==> config.mk <==
export PLATFORM = sky130hd
export DESIGN_NAME = instr_decode_buf
export DESIGN_NICKNAME = d
export VERILOG_FILES = /design/src/rtl/instr_decode_buf_pkg.sv /design/src/rtl/signex6.sv /design/src/rtl/instr_decode_buf.sv
export SDC_FILE = /design/constraint.sdc
export NUM_CORES = 1
export LEC_CHECK = 0
export ABC_AREA = 1
export CAP_MARGIN = 20
export CORE_MARGIN = 2
export CORE_UTILIZATION = 30
export CTS_BUF_LIST = sky130_fd_sc_hd__clkbuf_4 sky130_fd_sc_hd__clkbuf_8 sky130_fd_sc_hd__clkbuf_16
export CTS_CLUSTER_DIAMETER = 50
export DETAILED_ROUTE_END_ITERATION = 8
export PLACE_DENSITY = 0.51
export SLEW_MARGIN = 20
export SYNTH_ARGS = -nofsm -noshare
export SYNTH_HDL_FRONTEND = slang
export SYNTH_HIERARCHICAL = 1
export SYNTH_SLANG_ARGS = --single-unit
==> constraint.sdc <==
create_clock -name clk -period 2.9 [get_ports clk]
set_input_delay 0.725 -clock clk [delete_from_list [all_inputs] [get_ports clk]]
set_output_delay 0.725 -clock clk [all_outputs]
set_load 0.01 [all_outputs]
==> src/rtl/instr_decode_buf_pkg.sv <==
// rtl/instr_decode_buf_pkg.sv - shared field positions, widths and entry type for the decode buffer
package instr_decode_buf_pkg;

  localparam int INSTR_W   = 16;
  localparam int BUF_DEPTH = 2;

  localparam int OPC_MSB  = 15;
  localparam int OPC_LSB  = 12;
  localparam int RA_MSB   = 11;
  localparam int RA_LSB   = 9;
  localparam int RB_MSB   = 8;
  localparam int RB_LSB   = 6;
  localparam int RC_MSB   = 5;
  localparam int RC_LSB   = 3;
  localparam int IMM6_MSB = 5;
  localparam int IMM6_LSB = 0;

  typedef struct packed {
    logic [INSTR_W-1:0] instr;
    logic [INSTR_W-1:0] pc;
  } entry_t;

endpackage

==> src/rtl/signex6.sv <==
// rtl/signex6.sv - sign-extends a 6-bit immediate to 16 bits
module signex6 (
  input  logic [5:0]  imm6,
  output logic [15:0] imm16
);

  assign imm16 = {{10{imm6[5]}}, imm6};

endmodule

==> src/rtl/instr_decode_buf.sv <==
// rtl/instr_decode_buf.sv - 2-entry fetch-to-decode FIFO presenting decoded fields of the head word
module instr_decode_buf
  import instr_decode_buf_pkg::*;
(
  input  logic               clk,
  input  logic               rst_n,
  input  logic               in_valid,
  output logic               in_ready,
  input  logic [INSTR_W-1:0] in_instr,
  input  logic [INSTR_W-1:0] in_pc,
  input  logic               flush,
  output logic               out_valid,
  input  logic               out_ready,
  output logic [3:0]         out_opcode,
  output logic [2:0]         out_ra,
  output logic [2:0]         out_rb,
  output logic [2:0]         out_rc,
  output logic [5:0]         out_imm6,
  output logic [15:0]        out_imm16,
  output logic [INSTR_W-1:0] out_pc
);

  entry_t     mem [BUF_DEPTH];
  entry_t     head;
  logic       wr_ptr;
  logic       rd_ptr;
  logic [1:0] count;
  logic [1:0] next_count;
  logic       push;
  logic       pop;

  assign push = in_valid && in_ready && !flush;
  assign pop  = out_valid && out_ready && !flush;

  always_comb begin
    next_count = count;
    if (push && !pop)
      next_count = count + 2'd1;
    else if (pop && !push)
      next_count = count - 2'd1;
  end

  // in_ready/out_valid are registered copies of the next count so neither
  // handshake output has a combinational path from the other side.
  always_ff @(posedge clk or negedge rst_n) begin
    if (!rst_n) begin
      count     <= 2'd0;
      wr_ptr    <= 1'b0;
      rd_ptr    <= 1'b0;
      in_ready  <= 1'b1;
      out_valid <= 1'b0;
      for (int i = 0; i < BUF_DEPTH; i++)
        mem[i] <= '0;
    end else if (flush) begin
      count     <= 2'd0;
      wr_ptr    <= 1'b0;
      rd_ptr    <= 1'b0;
      in_ready  <= 1'b1;
      out_valid <= 1'b0;
    end else begin
      if (push) begin
        mem[wr_ptr] <= '{instr: in_instr, pc: in_pc};
        wr_ptr      <= wr_ptr + 1'b1;
      end
      if (pop)
        rd_ptr <= rd_ptr + 1'b1;
      count     <= next_count;
      in_ready  <= (next_count != 2'(BUF_DEPTH));
      out_valid <= (next_count != 2'd0);
    end
  end

  assign head       = mem[rd_ptr];
  assign out_opcode = head.instr[OPC_MSB:OPC_LSB];
  assign out_ra     = head.instr[RA_MSB:RA_LSB];
  assign out_rb     = head.instr[RB_MSB:RB_LSB];
  assign out_rc     = head.instr[RC_MSB:RC_LSB];
  assign out_imm6   = head.instr[IMM6_MSB:IMM6_LSB];
  assign out_pc     = head.pc;

  signex6 u_signex6 (
    .imm6  (out_imm6),
    .imm16 (out_imm16)
  );

endmodule

==> qor.yml <==
slew_viol_final: 0
start_util: 0.3087
pwr-share-seq: 0.442
synthesis.instances: 400
endpoint_kind: "output port"
clkLatencyLatePin_ns: 0.34
synth.distinct_cells: 22
grt_remaining_overflow: 0
synth-seq-cells: 70
synth_compound_gate_area_share: 0.1266
wirelength_um: 7263
multi_input_area_um2: 1166
drive_gt1_frac: 0.1203
grt_first_pass_wirelength_um: 11920
fill_cells: 1102
syn_to_final_growth_pct: 30.27
synth_top_family_by_area: "simple AND/OR/NAND/NOR gates"
power_density_nw_per_um2: 683.7
die_x_um: 109.8
cts_buffers: 9
muxShareOfSynthArea: 0
synthXorXnorAreaFrac: 0
final_util: 0.4021
finalHoldViolCount: 0
p_sw_uw: 911.3
grt_setup_unrepaired: "no"
hold_buffers: 0
swShare: 0.3044
fin_setup_tns_ns: 0
critical_path_arrival_ns: 1.88
cts_sinks: 70
fin_nets: 506
synth.largest_area_cell: "dfrtp_1"
critPathLaunchType: "flip-flop"
htree_levels: 3
grt_max_degree: 71
timing.final.ws_setup_ns: 0.2984
drc: 0
synth_top_area_share: 0.5138
synthSimpleGateAreaFrac: 0.2204
fp.coreArea_um2: 10890
vias: 2606
maxCapViolations: 0
rr_startpoint: "in_ready"
clock_skew_ns: 0.009325
synth_area_um2: 3361
grt_pass1_vias: 2417
post-cts-setup-buffers: 0
r2r_slack_ns: 1.20
clock-root-buffer: "clkbuf_8"
cts_tree: "yes"
setup_viol: 0
syn_nets: 437
ys_seq_area_frac: 0.5216
fin_crit_sh: 0.8971
drt_iter0_drc: 139
cts.path.max_buffers: 2
synth.area.top_cells: "dfrtp_1 (51%), nand2_1 (19%), o21ai_2 (6.3%)"
antenna_found_initial: 0
cp_max_fo: 13
rows: 38
viasPerCell: 4.244
io_buffer_count: 89
hp-class: "in2async"
clkPwrFrac: 0.248
yosys_warnings: 6
avgRoutedWirePerCell_um: 11.83
hpwl_um: 4822
die_h_um: 109.8
synthAdderAreaFrac: 0
max-vdd-ir-drop_mv: 0.2594
max_freq_mhz: 384.4
place_ws_ns: 0.4608
r2r_end: "mem[9]"
synth_area_per_cell_um2: 8.402
clkSlewWorstSetupHoldPaths_ns: 0.07
min_period_ns: 2.602
worstRegToRegCells: 4
seq_area_um2: 1753
drtPass1Iterations: 5
die_area_um2: 12060
status: "finished clean"
ant_nets: 0
combPwrFrac: 0.311
p_int_mw: 2.082
required_ns: 2.17
cts_resized: 0
io_pins: 90
slew_headroom: 0.3929
gp_congestion: 0.7709
worstSetupPathType: "reg2out"
leakagePower_nw: 2.183
worstMarginPinSlew_ns: 0.9106
antennaDiodeCount: 0
track_usage: 0.1293
cells in the final DEF, fill, tap and decap left out, types with 2 or more instances in the layout:
cell	n
a21oi_1	2
buf_4	9
clkbuf_4	3
clkbuf_8	11
clkdlybuf4s50_1	88
clkinv_2	2
dfrtp_1	69
inv_1	36
nand2_1	174
nand3_1	5
nor2_2	2
o21ai_0	15
o21ai_1	26
o21ai_2	24
final cells by class:
cell class	count	area share
Multi-Input combinational cell	252	0.2664
Clock buffer	14	0.03973
Timing Repair Buffer	97	0.2166
Inverter	39	0.03458
Sequential cell	70	0.4004
Clock inverter	2	0.002286
Tap cell	140	0.04001
registers in the layout, indices dropped and copies added, names as in the netlist:
signal	count
mem	64
count	2
in_ready	1
out_valid	1
rd_ptr	1
wr_ptr	1
metal layers:
layer,share of wire,GRT usage
met5,0,0
met4,0.011,0.04882
met3,0.062,0.02905
met2,0.42,0.1854
met1,0.50,0.1888
metrics by stage:
stage	power, mW	cell area [um2]	hold slack (ns)	std cells
detailed placement	2.288	4194	0.4683	598
floorplan	1.887	3361	0.4294	400
finish	2.993	4378	0.4787	614
CTS	3.037	4378	0.4864	614
global placement	2.267	4194	0.4639	598
global route	3.206	4378	0.5001	614
worst max-delay path: stages, from the launching register on:
cell and delay [ns]:
dfrtp_1 0.40, buf_4 0.19, nand2_1 0.06, nand2_1 0.29, clkdlybuf4s50_1 0.61
power by group through the flow:
| stage | clock (mW) | sequential [mW] | combinational [mW] |
|---|---|---|---|
| final | 0.741 | 1.32 | 0.930 |
| after global routing | 0.800 | 1.36 | 1.05 |
| after CTS | 0.763 | 1.32 | 0.950 |
| after detailed placement | 0 | 1.34 | 0.947 |
| after global placement | 0 | 1.33 | 0.934 |
| after floorplan | 0 | 1.31 | 0.573 |
how the worst max path moves through the flow:
| stage | end | slack (ns) | from |
|---|---|---|---|
| 6_report | out_imm6[5] | 0.30 | rd_ptr |
| 5_1_grt | out_imm6[5] | 0.11 | rd_ptr |
| 4_1_cts | out_imm6[5] | 0.25 | rd_ptr |
| 3_5_place_dp | mem[9] | 0.46 | flush |
| 3_3_place_gp | mem[17] | 0.54 | flush |
| 2_1_floorplan | out_imm16[10] | 0.91 | rd_ptr |
Yosys cell counts:
| cell | n |
|---|---|
| inv_2 | 1 |
| clkbuf_2 | 1 |
| clkbuf_1 | 2 |
| buf_6 | 8 |
| nand3b_4 | 1 |
| o21ai_2 | 24 |
| dfstp_2 | 1 |
| clkinv_1 | 1 |
| inv_1 | 36 |
| buf_4 | 19 |
| dfrtp_1 | 69 |
| nand2_2 | 1 |
| clkinv_4 | 1 |
| nand3_1 | 5 |
| o21ai_0 | 15 |
| a21oi_1 | 2 |
| nor2_2 | 2 |
| buf_2 | 9 |
| nand4_1 | 1 |
| nand2_1 | 174 |
| o21ai_1 | 26 |
| nand3_4 | 1 |
logic make-up (layout without fill, tap and decap cells):
logic type / count (synthesis) / count (layout)
AOI/OAI and AO/OA: 67 / 67
buffers and inverters: 78 / 152
DFF: 70 / 70
and+or+nand+nor: 185 / 185
Note: power is estimated with default switching activity, not from simulation.
==> RTL change, RTL diff (same settings) <==
Reset style: synchronous (`rst_n`), changed in one clocked block.
--- a/src/rtl/instr_decode_buf.sv
+++ b/src/rtl/instr_decode_buf.sv
@@ -42,7 +42,7 @@
 
   // in_ready/out_valid are registered copies of the next count so neither
   // handshake output has a combinational path from the other side.
-  always_ff @(posedge clk or negedge rst_n) begin
+  always_ff @(posedge clk) begin
     if (!rst_n) begin
       count     <= 2'd0;
       wr_ptr    <= 1'b0;
Behaviour: differs if rst_n is asserted again (counterexample within 4 cycles, from zero or initial values and one cycle with rst_n low); with rst_n held inactive, the same outputs for 4 cycles.
==> RTL change against the original RTL <==
Area after synthesis down 1.5%; design area up 1.8%; cell count down 19%; worst setup slack worse by 76 ps; sequential cell count up 1; wire length down 8.9%; register-to-register slack better by 190 ps.
Power is not compared: it rests on default switching activity, and its combinational part moved more than twofold at a synthesized area within 25%.
==> RTL change: results (changes against the original RTL) <==
sta:
  holdWs_ps: 475  # -3.95 ps
  final.setup_skew_ps: 6.66  # -2.67 ps
  max_slew_margin: 0.760  # +0.367
synthesis:
  synth_area_leaders: "edfxtp_1 58%, mux2_2 10%, nor2_1 5.1%"
  syn-num-nets: 313  # -28%
  yosys-top-cells-count: "64 x edfxtp_1, 45 x nor2_1, 39 x inv_1"
  seq_area_frac_synth: 0.623  # +0.101
  syn_area_um2: 3310  # -1.5%
  synth_flop_cell: "edfxtp_1"
  synth-async-reset-ratio: 0  # -1.00
  synth_enable_flop_cells: 64  # +64
  yosysUniqueCellTypes: 20  # -9.1%
setup_path:
  rr_startpoint: "in_ready"
  reg2reg_slack_ps: 1390  # +190 ps
  critPathArrivalTime_ps: 1950  # +70 ps
  reg2reg_depth: 5  # +1
  cpPeakStageDelay_ps: 530  # -80 ps
  critPathMaxFanout: 12  # -1
power_and_ir_drop:
  ir_worst_vdd_mv: 0.249
placed_design:
  place_ws_ps: 515  # +54.1 ps
  place_congestion: 0.778  # +0.93%
  placedCellCount: 483  # -19%
routing:
  avgRoutedWirePerCell_um: 13.3  # +12%
  drt_iter0_drc: 51  # -63%
  vias: 2105  # -19%
finish:
  drive_above_1_share: 0.231  # +0.111
  nFillCells: 1058  # -4.0%
  layout.nets: 391  # -23%
grt:
  grt_max_degree: 33  # -54%
  track_usage: 0.119  # -0.0107
  grt_pass1_wl_mm: 10.3  # -13%
min_path:
  hold_path_class: "register to register"
run_status:
  status: "completed"
## RTL change: cell types whose count changed after synthesis, sizes merged, moves of 2 or more
cell,before,now
buf,36,28
dfrtp,69,0
inv,37,40
nor2,2,67
clkinv,2,0
o21ai,65,1
edfxtp,0,64
dfxtp,0,7
nand2,175,24
mux2,0,32
clkbuf,3,1
## RTL change: power groups by stage
stage | clock [mW] | sequential (mW) | combinational, mW
after global placement | 0 | 1.20 | 0.288
final | 0.871 | 1.17 | 0.284
after global routing | 0.940 | 1.18 | 0.310
after floorplan | 0 | 1.19 | 0.143
after detailed placement | 0 | 1.20 | 0.290
after CTS | 0.896 | 1.18 | 0.291
## RTL change: routing by layer
layer,vias up,GRT usage,wire length [um]
met3,12,0.0377,434
met1,986,0.141,2820
met4,0,0.0604,124
met5,-,0,0
li1,1039,-,-
met2,68,0.192,3240
## RTL change: cells by family (layout without fill, tap and decap cells)
group / count (synthesis) / after routing / synth area share
buf+inv: 69 / 152 / 0.117
mux: 32 / 32 / 0.109
compound gates: 4 / 4 / 0.00604
flops: 71 / 71 / 0.623
simple gates: 100 / 100 / 0.145
## RTL change: worst max path at each step
stage / from / to / slack [ps] / cells past startpoint
finish: register / out_imm16[0] / 220 / 3
global route: register / out_imm6[0] / 110 / 3
floorplan: in_valid / mem[1][0] / 590 / 5
global placement: in_valid / mem[0][28] / 530 / 6
detailed placement: in_valid / mem[0][0] / 510 / 6
CTS: register / out_imm16[0] / 160 / 3
## RTL change: worst max-delay path: cells and delay by family (launching register included)
kind     cells  cell delay (ps)
buf+inv      2              720
mux          1              350
flops        1              530
## RTL change: layout make-up
type / instances / share of cell area
Timing Repair Buffer: 96 / 0.220
Clock inverter: 7 / 0.0216
Inverter: 40 / 0.0337
Sequential cell: 71 / 0.463
Tap cell: 140 / 0.0393
Clock buffer: 9 / 0.0278
Multi-Input combinational cell: 136 / 0.194
## RTL change: stage by stage
stage                      util  instance area [um2]
after global routing      0.413                 4460
after global placement    0.392                 4240
after detailed placement  0.392                 4240
after CTS                 0.413                 4460
after floorplan               -                 3310
final                     0.413                 4460
